==> src/rtl/instr_fetch_unit.sv <==
// ---------------------------------------------------------------------------
// instr_fetch_unit
//
// Fetch stage plus IF/ID pipeline register. Drives a program counter, issues
// one word request at a time to instruction memory and registers the returned
// word as IR_o for decode. A one-entry skid buffer absorbs the word that
// lands while decode is stalled. Taken branches/jumps arrive as a one-cycle
// redirect; a request still in flight at that point is completed and its
// data thrown away (DROP state).
//
// Optional feature: define IFETCH_JUMP_PREDECODE_EN to follow J-format words
// (IR[31:28] == ALU_J) at fetch time: the next fetch address becomes
// pc + sign_extend(IR[27:0]) instead of pc + PC_STEP.
//
// Handshake (memory side): imem_req_o is a level. While it is high,
// imem_addr_o is stable; the request completes on the first rising edge at
// which imem_ack_i is high, and imem_rdata_i is valid in that cycle. At most
// one request is outstanding. imem_ack_i while imem_req_o is low is ignored.
//
// Ports:
//   clk_i          clock, rising edge
//   rst_i          synchronous active-high reset
//   stall_i        decode cannot accept; IR_o/pc_o/valid_o hold
//   redirect_i     one-cycle taken branch/jump pulse
//   redirect_pc_i  new fetch address, valid with redirect_i
//   imem_req_o     fetch request (level)
//   imem_addr_o    fetch byte address
//   imem_ack_i     request complete this cycle
//   imem_rdata_i   fetched instruction word
//   IR_o           registered instruction to decode
//   pc_o           address of IR_o
//   valid_o        IR_o holds a real instruction
//   dbg_state_o    current FSM state (IDLE=0, FETCH=1, FULL=2, DROP=3)
// ---------------------------------------------------------------------------
module instr_fetch_unit #(
  parameter logic [31:0] RESET_PC = 32'h0000_0000,
  parameter logic [31:0] NOP_IR   = 32'h0000_0000,
  parameter logic [31:0] PC_STEP  = 32'd4
) (
  input  logic        clk_i,
  input  logic        rst_i,
  input  logic        stall_i,
  input  logic        redirect_i,
  input  logic [31:0] redirect_pc_i,
  output logic        imem_req_o,
  output logic [31:0] imem_addr_o,
  input  logic        imem_ack_i,
  input  logic [31:0] imem_rdata_i,
  output logic [31:0] IR_o,
  output logic [31:0] pc_o,
  output logic        valid_o,
  output logic [1:0]  dbg_state_o
);

  typedef enum logic [1:0] {
    S_IDLE  = 2'd0,
    S_FETCH = 2'd1,
    S_FULL  = 2'd2,
    S_DROP  = 2'd3
  } state_t;

  state_t      r_state, w_state_nxt;
  logic [31:0] r_pc, w_pc_nxt;             // address of the current/next request
  logic [31:0] r_target, w_target_nxt;     // redirect target parked during DROP
  logic [31:0] r_ir, w_ir_nxt;
  logic [31:0] r_pc_out, w_pc_out_nxt;
  logic        r_valid, w_valid_nxt;
  logic        r_skid_valid, w_skid_valid_nxt;
  logic [31:0] r_skid_ir, w_skid_ir_nxt;
  logic [31:0] r_skid_pc, w_skid_pc_nxt;

  logic        w_req;
  logic        w_ack;
  logic        w_word;                     // a real word arrives this cycle
  logic [31:0] w_pc_seq;                   // fetch address following this word

  assign w_req  = (r_state == S_FETCH) || (r_state == S_DROP);
  assign w_ack  = w_req && imem_ack_i;
  assign w_word = (r_state == S_FETCH) && imem_ack_i;

`ifdef IFETCH_JUMP_PREDECODE_EN
  localparam logic [3:0] ALU_J = 4'hA;
  logic w_is_jump;
  assign w_is_jump = (imem_rdata_i[31:28] == ALU_J);
  assign w_pc_seq  = w_is_jump ? (r_pc + {{4{imem_rdata_i[27]}}, imem_rdata_i[27:0]})
                               : (r_pc + PC_STEP);
`else
  assign w_pc_seq  = r_pc + PC_STEP;
`endif

  always_ff @(posedge clk_i) begin
    if (rst_i) begin
      r_state      <= S_IDLE;
      r_pc         <= RESET_PC;
      r_target     <= RESET_PC;
      r_ir         <= NOP_IR;
      r_pc_out     <= 32'h0000_0000;
      r_valid      <= 1'b0;
      r_skid_valid <= 1'b0;
      r_skid_ir    <= NOP_IR;
      r_skid_pc    <= 32'h0000_0000;
    end else begin
      r_state      <= w_state_nxt;
      r_pc         <= w_pc_nxt;
      r_target     <= w_target_nxt;
      r_ir         <= w_ir_nxt;
      r_pc_out     <= w_pc_out_nxt;
      r_valid      <= w_valid_nxt;
      r_skid_valid <= w_skid_valid_nxt;
      r_skid_ir    <= w_skid_ir_nxt;
      r_skid_pc    <= w_skid_pc_nxt;
    end
  end

  always_comb begin
    w_state_nxt      = r_state;
    w_pc_nxt         = r_pc;
    w_target_nxt     = r_target;
    w_ir_nxt         = r_ir;
    w_pc_out_nxt     = r_pc_out;
    w_valid_nxt      = r_valid;
    w_skid_valid_nxt = r_skid_valid;
    w_skid_ir_nxt    = r_skid_ir;
    w_skid_pc_nxt    = r_skid_pc;

    if (redirect_i) begin
      // Redirect beats stall: everything younger than the branch is flushed.
      w_valid_nxt      = 1'b0;
      w_ir_nxt         = NOP_IR;
      w_skid_valid_nxt = 1'b0;
      if (w_req && !imem_ack_i) begin
        // Request still open: keep the old address on the bus until its
        // ack, remember where to go afterwards.
        w_state_nxt  = S_DROP;
        w_target_nxt = redirect_pc_i;
      end else begin
        // Nothing open, or the ack lands now and is simply discarded.
        w_state_nxt = S_FETCH;
        w_pc_nxt    = redirect_pc_i;
      end
    end else begin
      if (w_word) begin
        w_pc_nxt = w_pc_seq;
      end

      if (!stall_i) begin
        if (r_skid_valid) begin
          w_ir_nxt         = r_skid_ir;
          w_pc_out_nxt     = r_skid_pc;
          w_valid_nxt      = 1'b1;
          w_skid_valid_nxt = w_word;
          if (w_word) begin
            w_skid_ir_nxt = imem_rdata_i;
            w_skid_pc_nxt = r_pc;
          end
        end else if (w_word) begin
          w_ir_nxt     = imem_rdata_i;
          w_pc_out_nxt = r_pc;
          w_valid_nxt  = 1'b1;
        end else begin
          w_ir_nxt    = NOP_IR;
          w_valid_nxt = 1'b0;
        end
      end else if (w_word) begin
        // Decode is holding IR_o; park the new word. The skid is always
        // empty here because req is low while it is full.
        w_skid_valid_nxt = 1'b1;
        w_skid_ir_nxt    = imem_rdata_i;
        w_skid_pc_nxt    = r_pc;
      end

      case (r_state)
        S_IDLE:  w_state_nxt = S_FETCH;
        S_FETCH: if (w_skid_valid_nxt) w_state_nxt = S_FULL;
        S_FULL:  if (!w_skid_valid_nxt) w_state_nxt = S_FETCH;
        S_DROP: begin
          if (w_ack) begin
            w_state_nxt = S_FETCH;
            w_pc_nxt    = r_target;
          end
        end
        default: w_state_nxt = S_IDLE;
      endcase
    end
  end

  assign imem_req_o  = w_req;
  assign imem_addr_o = r_pc;
  assign IR_o        = r_ir;
  assign pc_o        = r_pc_out;
  assign valid_o     = r_valid;
  assign dbg_state_o = r_state;

endmodule

==> config.mk <==
export PLATFORM = sky130hd
export DESIGN_NAME = instr_fetch_unit
export DESIGN_NICKNAME = d
export VERILOG_FILES = /design/src/rtl/instr_fetch_unit.sv
export SDC_FILE = /design/constraint.sdc
export NUM_CORES = 1
export LEC_CHECK = 0
export CORE_MARGIN = 3
export CORE_UTILIZATION = 35
export DETAILED_ROUTE_END_ITERATION = 8
export GPL_ROUTABILITY_DRIVEN = 0
export PLACE_DENSITY = 0.62
export SETUP_SLACK_MARGIN = 0.1
export SLEW_MARGIN = 20
export SYNTH_ARGS = -nofsm -noshare
export SYNTH_HDL_FRONTEND = slang
export SYNTH_SLANG_ARGS = --single-unit
export TNS_END_PERCENT = 5
==> constraint.sdc <==
create_clock -name clk_i -period 5.83 [get_ports clk_i]
set_clock_uncertainty 0.15 [all_clocks]
set_input_delay 1.166 -clock clk_i [delete_from_list [all_inputs] [get_ports clk_i]]
set_output_delay 1.166 -clock clk_i [all_outputs]
set_load 0.005 [all_outputs]
==> flow_summary.toml, run 1 <==
[clock_tree]
post_cts.repair.setup_buffers = 0
cts.sinks = 196
clk-insertion-delay-late_ns = 0.43
hold_buffers = 0
ctsResizeCount = 0
numCtsBuffers = 17
cts_tree = "yes"
clk_pin_slew_ns = 0.08
htree_levels = 4
root_buffer = "clkbuf_16"
clock_path_buffers = 2

[cells_and_area]
drive_gt1_frac = 0.0551
area_growth_pct = 27.6
fin_cells = 1523
nets = 1255
n_fill_cell = 2478

[drt]
drtPass1Iterations = 5
wire_per_inst_um = 16.8
routed_wl_mm = 25.6
via_per_inst = 5.24
drcViolationCount = 0
via_count = 7983
ant_nets = 0
drt_iter0_drc = 701

[pwr]
p_leak_nw = 3.63
peakVddDrop_v = 0.000181
powerDensity_nw_per_um2 = 270
p_total_w = 0.00299

[placement]
dp.cells = 1490
io_buffers = 168
dp_hpwl_mm = 16.6

[yosys]
synth_area_per_cell_um2 = 7.99
synthTopCellsByArea = "dfxtp_1 45%, nand2_1 12%, a21oi_1 6.5%, mux2i_1 3.9%, a211oi_1 3.6%"
synth_edf_count = 0
synth.ff_latch_count = 196
synth_cell_types = 55
synth_area_leader_cell = "dfxtp_1"
synth_top_cells_by_count = "270 x nand2_1, 196 x dfxtp_1, 112 x a21oi_1"
synth-main-ff-cell = "dfxtp_1"
syn_nets = 1157
ys_async_sr_fraction = 0
ys_seq_area_frac = 0.452
synth_warnings = 0
yosysMostFrequentCell = "nand2_1"
synth.cell_area_um2 = 8690
syn_inst = 1087
netlist.area_leader.share = 0.452

[worst_setup_path]
startpoint = "imem_ack_i"
crit_end = "r_skid_ir[29]"
r2r_start = "dbg_state_o[0]"
cp-end-kind = "flip-flop"
r2r_slack_ns = 2.92
worstPathMaxFanout = 36
rr_worst_depth = 6
crit_required_ns = 5.96
worst-setup-path-type = "input port to flip-flop"
crit_arrival_ns = 3.78
worstSetupStartpointType = "input port"
timing.rr.end = "r_skid_ir[29]"

[hold_path]
hold_path_class = "flip-flop to flip-flop"
min_from = "r_target[17]"
holdPathStages = 2

[grt]
grt_pass1_wl_mm = 41.2
antenna_found_initial = 2
grt_use_total = 0.192
grt-ovfl-total = 0
grt_start_max_net_pins = 92
grt_pass1_vias = 7326

[status]
status = "completed"

[sta]
hold_violations = 0
tightest_slew_ns = 1.05
drv_slew = 0
relSlewSlack = 0.297
setup_viol = 0
fin_tns_setup_ns = 0
whs_ns = 0.301
rsz0062_at_grt = "false"
finalCriticalPeriod_ns = 3.65
period_share = 0.626
max_freq_mhz = 274

[die]
coreArea_um2 = 24400
die_h_um = 164
die_x_um = 164
start_util = 0.356
rows = 57
die_area_um2 = 26800
io_pins = 169

[run]
max_cap_viol_count = 0
[through the flow]
stage                     area, um2  setup WS [ns]  utilization
final                         11100           2.18        0.454
after global routing          11100           2.01        0.454
after detailed placement      10500           1.73        0.429
after global placement        10500           1.78        0.429
after floorplan                8690           3.01            -
after CTS                     11100           2.19        0.454
[cells in the final DEF, fill, tap and decap left out, types with 8 or more instances in the layout]
cell type	count
a221oi_1	32
nor2b_1	33
clkdlybuf4s50_1	165
a22oi_1	8
a211oi_1	42
buf_4	12
nor3_1	45
nor2_1	59
nand3_1	13
mux2i_1	34
clkbuf_16	17
xnor2_1	13
nand2_1	270
dfxtp_1	195
a21oi_1	112
o21ai_0	22
[per-layer routing]
layer | up-vias | track usage | wire (um)
li1 | 3985 | - | -
met1 | 3747 | 0.277 | 12000
met2 | 225 | 0.292 | 11700
met3 | 24 | 0.0388 | 1450
met4 | 2 | 0.0484 | 417
met5 | - | 0 | 11
[worst min-delay path by stage]
| stage | to | slack, ns |
|---|---|---|
| floorplan | r_target[14] | 0.28 |
| global route | r_target[31] | 0.32 |
| finish | r_target[17] | 0.30 |
| global placement | r_target[25] | 0.29 |
| CTS | r_target[17] | 0.30 |
| detailed placement | r_target[17] | 0.29 |
[worst max-delay path, cell delays in order]
cell and delay, ns:
clkdlybuf4s50_1 0.73, nand2_1 0.20, or2_1 0.33, or3_2 0.76
buf_4 0.38, nand2_1 0.12, a21oi_1 0.07
[where the power goes]
part	total [W]	switching, W	internal [W]
Combinational	0.000336	0.000167	0.000169
Sequential	0.00145	0.0000620	0.00138
Clock	0.00121	0.000617	0.000595
Total	0.00299	0.000846	0.00215
[final cells by class]
class	instances	area, um2	area share
clock inverters	15	201	0.0182
inverters	7	26.3	0.00237
multi-input cells	784	4340	0.392
flip-flops and latches	196	3930	0.354
diodes	1	2.50	0.000226
well taps	324	405	0.0366
clock buffers	17	425	0.0384
repair buffers	179	1750	0.158
[flip-flops by register name (all words and copies together) (netlist names)]
register and count:
r_skid_pc 32, IR_o 32, valid_o 1, imem_addr_o 32, pc_o 32, dbg_state_o 2
r_skid_valid 1, r_skid_ir 32, r_target 32
[cells by family after synthesis]
| logic type | Yosys count | synth area share |
|---|---|---|
| compound gates | 249 | 0.183 |
| xor+xnor | 20 | 0.0202 |
| fa+ha+maj | 2 | 0.00259 |
| buf+inv | 107 | 0.0503 |
| flops | 196 | 0.452 |
| mux | 35 | 0.0405 |
| simple gates | 478 | 0.252 |
No activity file was read; power rests on OpenSTA's default activity.
==> run 2, diff against run 1 <==
==> constraint.sdc (replaced) <==
create_clock -name clk_i -period 3.6 [get_ports clk_i]
set_clock_uncertainty 0.15 [all_clocks]
set_input_delay 0.72 -clock clk_i [delete_from_list [all_inputs] [get_ports clk_i]]
set_output_delay 0.72 -clock clk_i [all_outputs]
set_load 0.005 [all_outputs]
==> flow_summary.toml, run 2 (same netlist as run 1, synthesis figures left out) <==
[cells_and_area]
antenna_cells = 0
area_growth_pct = 28.8
layout_commonest_cell = "nand2_1"
nets = 1266
fin_area_um2 = 11200
n_fill_cell = 2429
drive_gt1_frac = 0.0620
layout_common_cells = "270 x nand2_1, 195 x dfxtp_1, 165 x clkdlybuf4s50_1"

[grt]
grt_use_total = 0.188
grt_start_max_net_pins = 70
grt-ovfl-total = 0
grt_pass1_vias = 7252
grt_pass1_wl_mm = 40.6
antenna_found_initial = 0

[worst_setup_path]
cpMaxStageDelayCell = "clkdlybuf4s50_1"
worstPathMaxFanout = 64
timing.rr.end = "r_skid_pc[10]"
crit_required_ns = 3.73
cp_common_cell = "nand2_1"
crit_chain = "clkdlybuf4s50_1 > nand2_1 > or2_1 > or3_2 > buf_12 > nand2_1 > a21oi_1"
r2r_slack_ns = 1.08
worst-path-buf-inv = 2
rr_worst_depth = 6
r2r_start = "dbg_state_o[0]"
crit_arrival_ns = 3.00
path_delay_family = "simple AND/OR/NAND/NOR gates"
cp-end-kind = "flip-flop"
cp.depth = 7
cp_slowest_stage_delay_ns = 0.76
worstSetupStartpointType = "input port"
worst-setup-path-type = "input port to flip-flop"

[sta]
period_share = 0.797
finalCriticalPeriod_ns = 2.87
tightest_slew_ns = 0.936
whs_ns = 0.305
drv_slew = 0
relSlewSlack = 0.376
hold_violations = 0
rsz0062_at_grt = "false"
max_freq_mhz = 348
setup_viol = 0
fin_tns_setup_ns = 0

[placement]
dp_hpwl_mm = 16.8
io_buffers = 168
postPlaceCellArea_um2 = 10600

[hold_path]
min_to = "r_skid_pc[30]"
holdPathStages = 2
hold_path_class = "flip-flop to flip-flop"
min_from = "r_skid_pc[30]"

[die]
start_util = 0.356
io_pins = 169
die_h_um = 164
die_area_um2 = 26800
die_x_um = 164
coreArea_um2 = 24400
rows = 57

[drt]
wire_per_inst_um = 16.8
via_count = 8016
ant_nets = 0
drt_iter0_drc = 702
routed_wl_mm = 25.8
via_per_inst = 5.23
drcViolationCount = 0
drtPass1Iterations = 5

[clock_tree]
post_cts.repair.setup_buffers = 0
hold_buffers = 0
htree_levels = 4
cts_tree = "yes"
numCtsBuffers = 17
clk-insertion-delay-late_ns = 0.44
clock_path_buffers = 2
clk_pin_slew_ns = 0.07
cts.sinks = 196
root_buffer = "clkbuf_16"
ctsResizeCount = 0

[run]
max_cap_viol_count = 0

[pwr]
p_leak_nw = 3.70
powerDensity_nw_per_um2 = 432
p_total_w = 0.00483
peakVddDrop_v = 0.000274

[status]
status = "completed"
[run 2: cell types whose count changed in the layout (fill, tap and decap cells not counted), sizes merged]
| cell | delta |
|---|---|
| inv | -1 |
| diode | -1 |
| clkinv | +1 |
| buf | +11 |
[run 2: cell type report]
class / count / area (um2) / share of cell area
multi-input combinational: 784 / 4340 / 0.388
sequential: 196 / 3930 / 0.351
timing repair buffer: 190 / 1880 / 0.168
clock buffer: 17 / 425 / 0.0380
tap: 324 / 405 / 0.0362
clock inverter: 15 / 181 / 0.0162
inverter: 7 / 26.3 / 0.00235
[run 2: how the worst max path moves through the flow]
stage                           from         endpoint  slack (ns)
after floorplan           imem_ack_i  imem_addr_o[30]        1.23
after global placement    imem_ack_i     r_skid_pc[0]        0.39
after detailed placement  imem_ack_i    r_skid_ir[28]        0.32
after CTS                 imem_ack_i     r_skid_pc[6]        0.78
after global routing      imem_ack_i    r_skid_ir[23]        0.67
final                     imem_ack_i    r_skid_pc[10]        0.73
[run 2: report_power, final]
| group | total (W) | internal [W] | switching, W | leakage [nW] |
|---|---|---|---|---|
| clock network | 0.00193 | 0.000947 | 0.000982 | 0.296 |
| logic | 0.000564 | 0.000284 | 0.000281 | 1.81 |
| registers | 0.00234 | 0.00224 | 0.0000954 | 1.60 |
| total | 0.00483 | 0.00347 | 0.00136 | 3.70 |
[run 2: per-stage QoR]
| stage | util | setup slack [ns] | cells |
|---|---|---|---|
| after floorplan | - | 1.23 | 1087 |
| after global placement | 0.434 | 0.390 | 1501 |
| after detailed placement | 0.434 | 0.317 | 1501 |
| after CTS | 0.459 | 0.778 | 1533 |
| after global routing | 0.459 | 0.670 | 1533 |
| final | 0.459 | 0.730 | 1533 |
[run 2: worst reg2reg max path, delay by kind of cell (launching register included)]
kind,cells,cell delay (ns)
AND/OR/NAND/NOR,4,1.27
flip-flops,1,0.69
buffers and inverters,1,0.21
AO/OA/AOI/OAI,1,0.06
[run 2: routing by layer]
| metal | wire length, um | part of all wire | global-route usage |
|---|---|---|---|
| met5 | 0 | 0 | 0 |
| met1 | 12400 | 0.48 | 0.272 |
| met3 | 1340 | 0.052 | 0.0307 |
| met2 | 11600 | 0.45 | 0.288 |
| met4 | 436 | 0.017 | 0.0565 |
==> run 3, diff against run 2 <==
--- a/config.mk
+++ b/config.mk
@@ -9,7 +9,7 @@
 export CORE_UTILIZATION = 35
 export DETAILED_ROUTE_END_ITERATION = 8
 export GPL_ROUTABILITY_DRIVEN = 0
-export PLACE_DENSITY = 0.62
+export PLACE_DENSITY = 0.64
 export SETUP_SLACK_MARGIN = 0.1
 export SLEW_MARGIN = 20
 export SYNTH_ARGS = -nofsm -noshare
==> constraint.sdc (replaced) <==
create_clock -name clk_i -period 2.6 [get_ports clk_i]
set_clock_uncertainty 0.15 [all_clocks]
set_input_delay 0.52 -clock clk_i [delete_from_list [all_inputs] [get_ports clk_i]]
set_output_delay 0.52 -clock clk_i [all_outputs]
set_load 0.005 [all_outputs]
==> flow_summary.toml, run 3 (same netlist as run 1, synthesis figures left out) <==
[clock_tree]
root_buffer = "clkbuf_16"
clk_pin_slew_ns = 0.08
ctsResizeCount = 0
clock_path_buffers = 2
post_cts.repair.setup_buffers = 0
numCtsBuffers = 17
cts_tree = "yes"
hold_buffers = 0
clk-insertion-delay-late_ns = 0.45
htree_levels = 4
cts.sinks = 196

[grt]
grt_pass1_wl_mm = 40.4
grt_pass1_vias = 7449
grt_start_max_net_pins = 85
grt_use_total = 0.189
grt-ovfl-total = 0
antenna_found_initial = 0

[cells_and_area]
drive_gt1_frac = 0.0993
post-route-util = 0.477
area_growth_pct = 33.8
layout_commonest_cell = "nand2_1"
layout_common_cells = "270 x nand2_1, 195 x dfxtp_1, 165 x clkdlybuf4s50_1"
nets = 1316
antenna_cells = 0

[hold_path]
min_from = "stall_i"
min_to = "r_skid_valid"
hold_path_class = "input port to flip-flop"
holdPathStages = 3

[run]
max_cap_viol_count = 0

[worst_setup_path]
worstSetupStartpointType = "flip-flop"
rr_worst_depth = 6
cp-end-kind = "output port"
r2r_start = "imem_addr_o[2]"
worstPathMaxFanout = 10
crit_required_ns = 1.93
crit_arrival_ns = 1.69
worst-setup-path-type = "flip-flop to output port"
r2r_slack_ns = 0.34
timing.rr.end = "imem_addr_o[18]"

[sta]
finalCriticalPeriod_ns = 2.36
setup_viol = 0
tightest_slew_ns = 0.668
hold_violations = 0
rsz0062_at_grt = "false"
relSlewSlack = 0.555
period_share = 0.908
layout_setup_ws_ns = 0.240
fin_tns_setup_ns = 0
drv_slew = 0
whs_ns = 0.280
max_freq_mhz = 424

[die]
die_area_um2 = 26800
start_util = 0.356
die_x_um = 164
coreArea_um2 = 24400
rows = 57
io_pins = 169
die_h_um = 164

[drt]
drtPass1Iterations = 6
drcViolationCount = 0
via_count = 8203
ant_nets = 0
via_per_inst = 5.18
routed_wl_mm = 25.8
wire_per_inst_um = 16.3
drt_iter0_drc = 689

[pwr]
peakVddDrop_v = 0.000341
powerDensity_nw_per_um2 = 581
p_leak_nw = 3.97
p_total_w = 0.00676

[placement]
dp_hpwl_mm = 17.9
pre_cts_slack_ns = -0.0959
io_buffers = 168

[status]
status = "completed"
[run 3: stage by stage]
step / instance area [um2] / std cells
floorplan: 8690 / 1087
global placement: 11000 / 1551
detailed placement: 11000 / 1551
CTS: 11600 / 1583
global route: 11600 / 1583
finish: 11600 / 1583
[run 3: worst max-delay path by stage]
stage,endpoint,slack (ns),depth (start not counted),startpoint
global route,dbg_state_o[0],0.15,2,dbg_state_o[0]
global placement,imem_addr_o[18],-0.11,7,imem_ack_i
finish,imem_req_o,0.24,2,dbg_state_o[0]
detailed placement,imem_addr_o[18],-0.1,7,imem_ack_i
CTS,imem_req_o,0.21,2,dbg_state_o[0]
floorplan,imem_addr_o[30],0.43,7,imem_ack_i
[run 3: power by group]
group / internal, W / switching [W]
Sequential: 0.00310 / 0.0000812
Clock: 0.00131 / 0.00137
Combinational: 0.000448 / 0.000449
Total: 0.00486 / 0.00190
[run 3: critical path: stages (launching register included)]
cell,delay (ns)
dfxtp_1,0.52
buf_4,0.22
clkdlybuf4s50_1,0.51
[run 3: metal layers]
layer | vias to the layer above | GRT usage | wire length [um]
li1 | 4113 | - | -
met1 | 3769 | 0.267 | 12100
met2 | 289 | 0.297 | 11500
met3 | 32 | 0.0360 | 1790
met4 | 0 | 0.0504 | 409
met5 | - | 0 | 0
[run 3: cell type report]
class | instances | area (um2)
clock inverter | 15 | 176
multi-input combinational | 784 | 4340
sequential | 196 | 3930
tap | 324 | 405
clock buffer | 17 | 425
fill | 2383 | 12800
timing repair buffer | 240 | 2320
inverter | 7 | 26.3
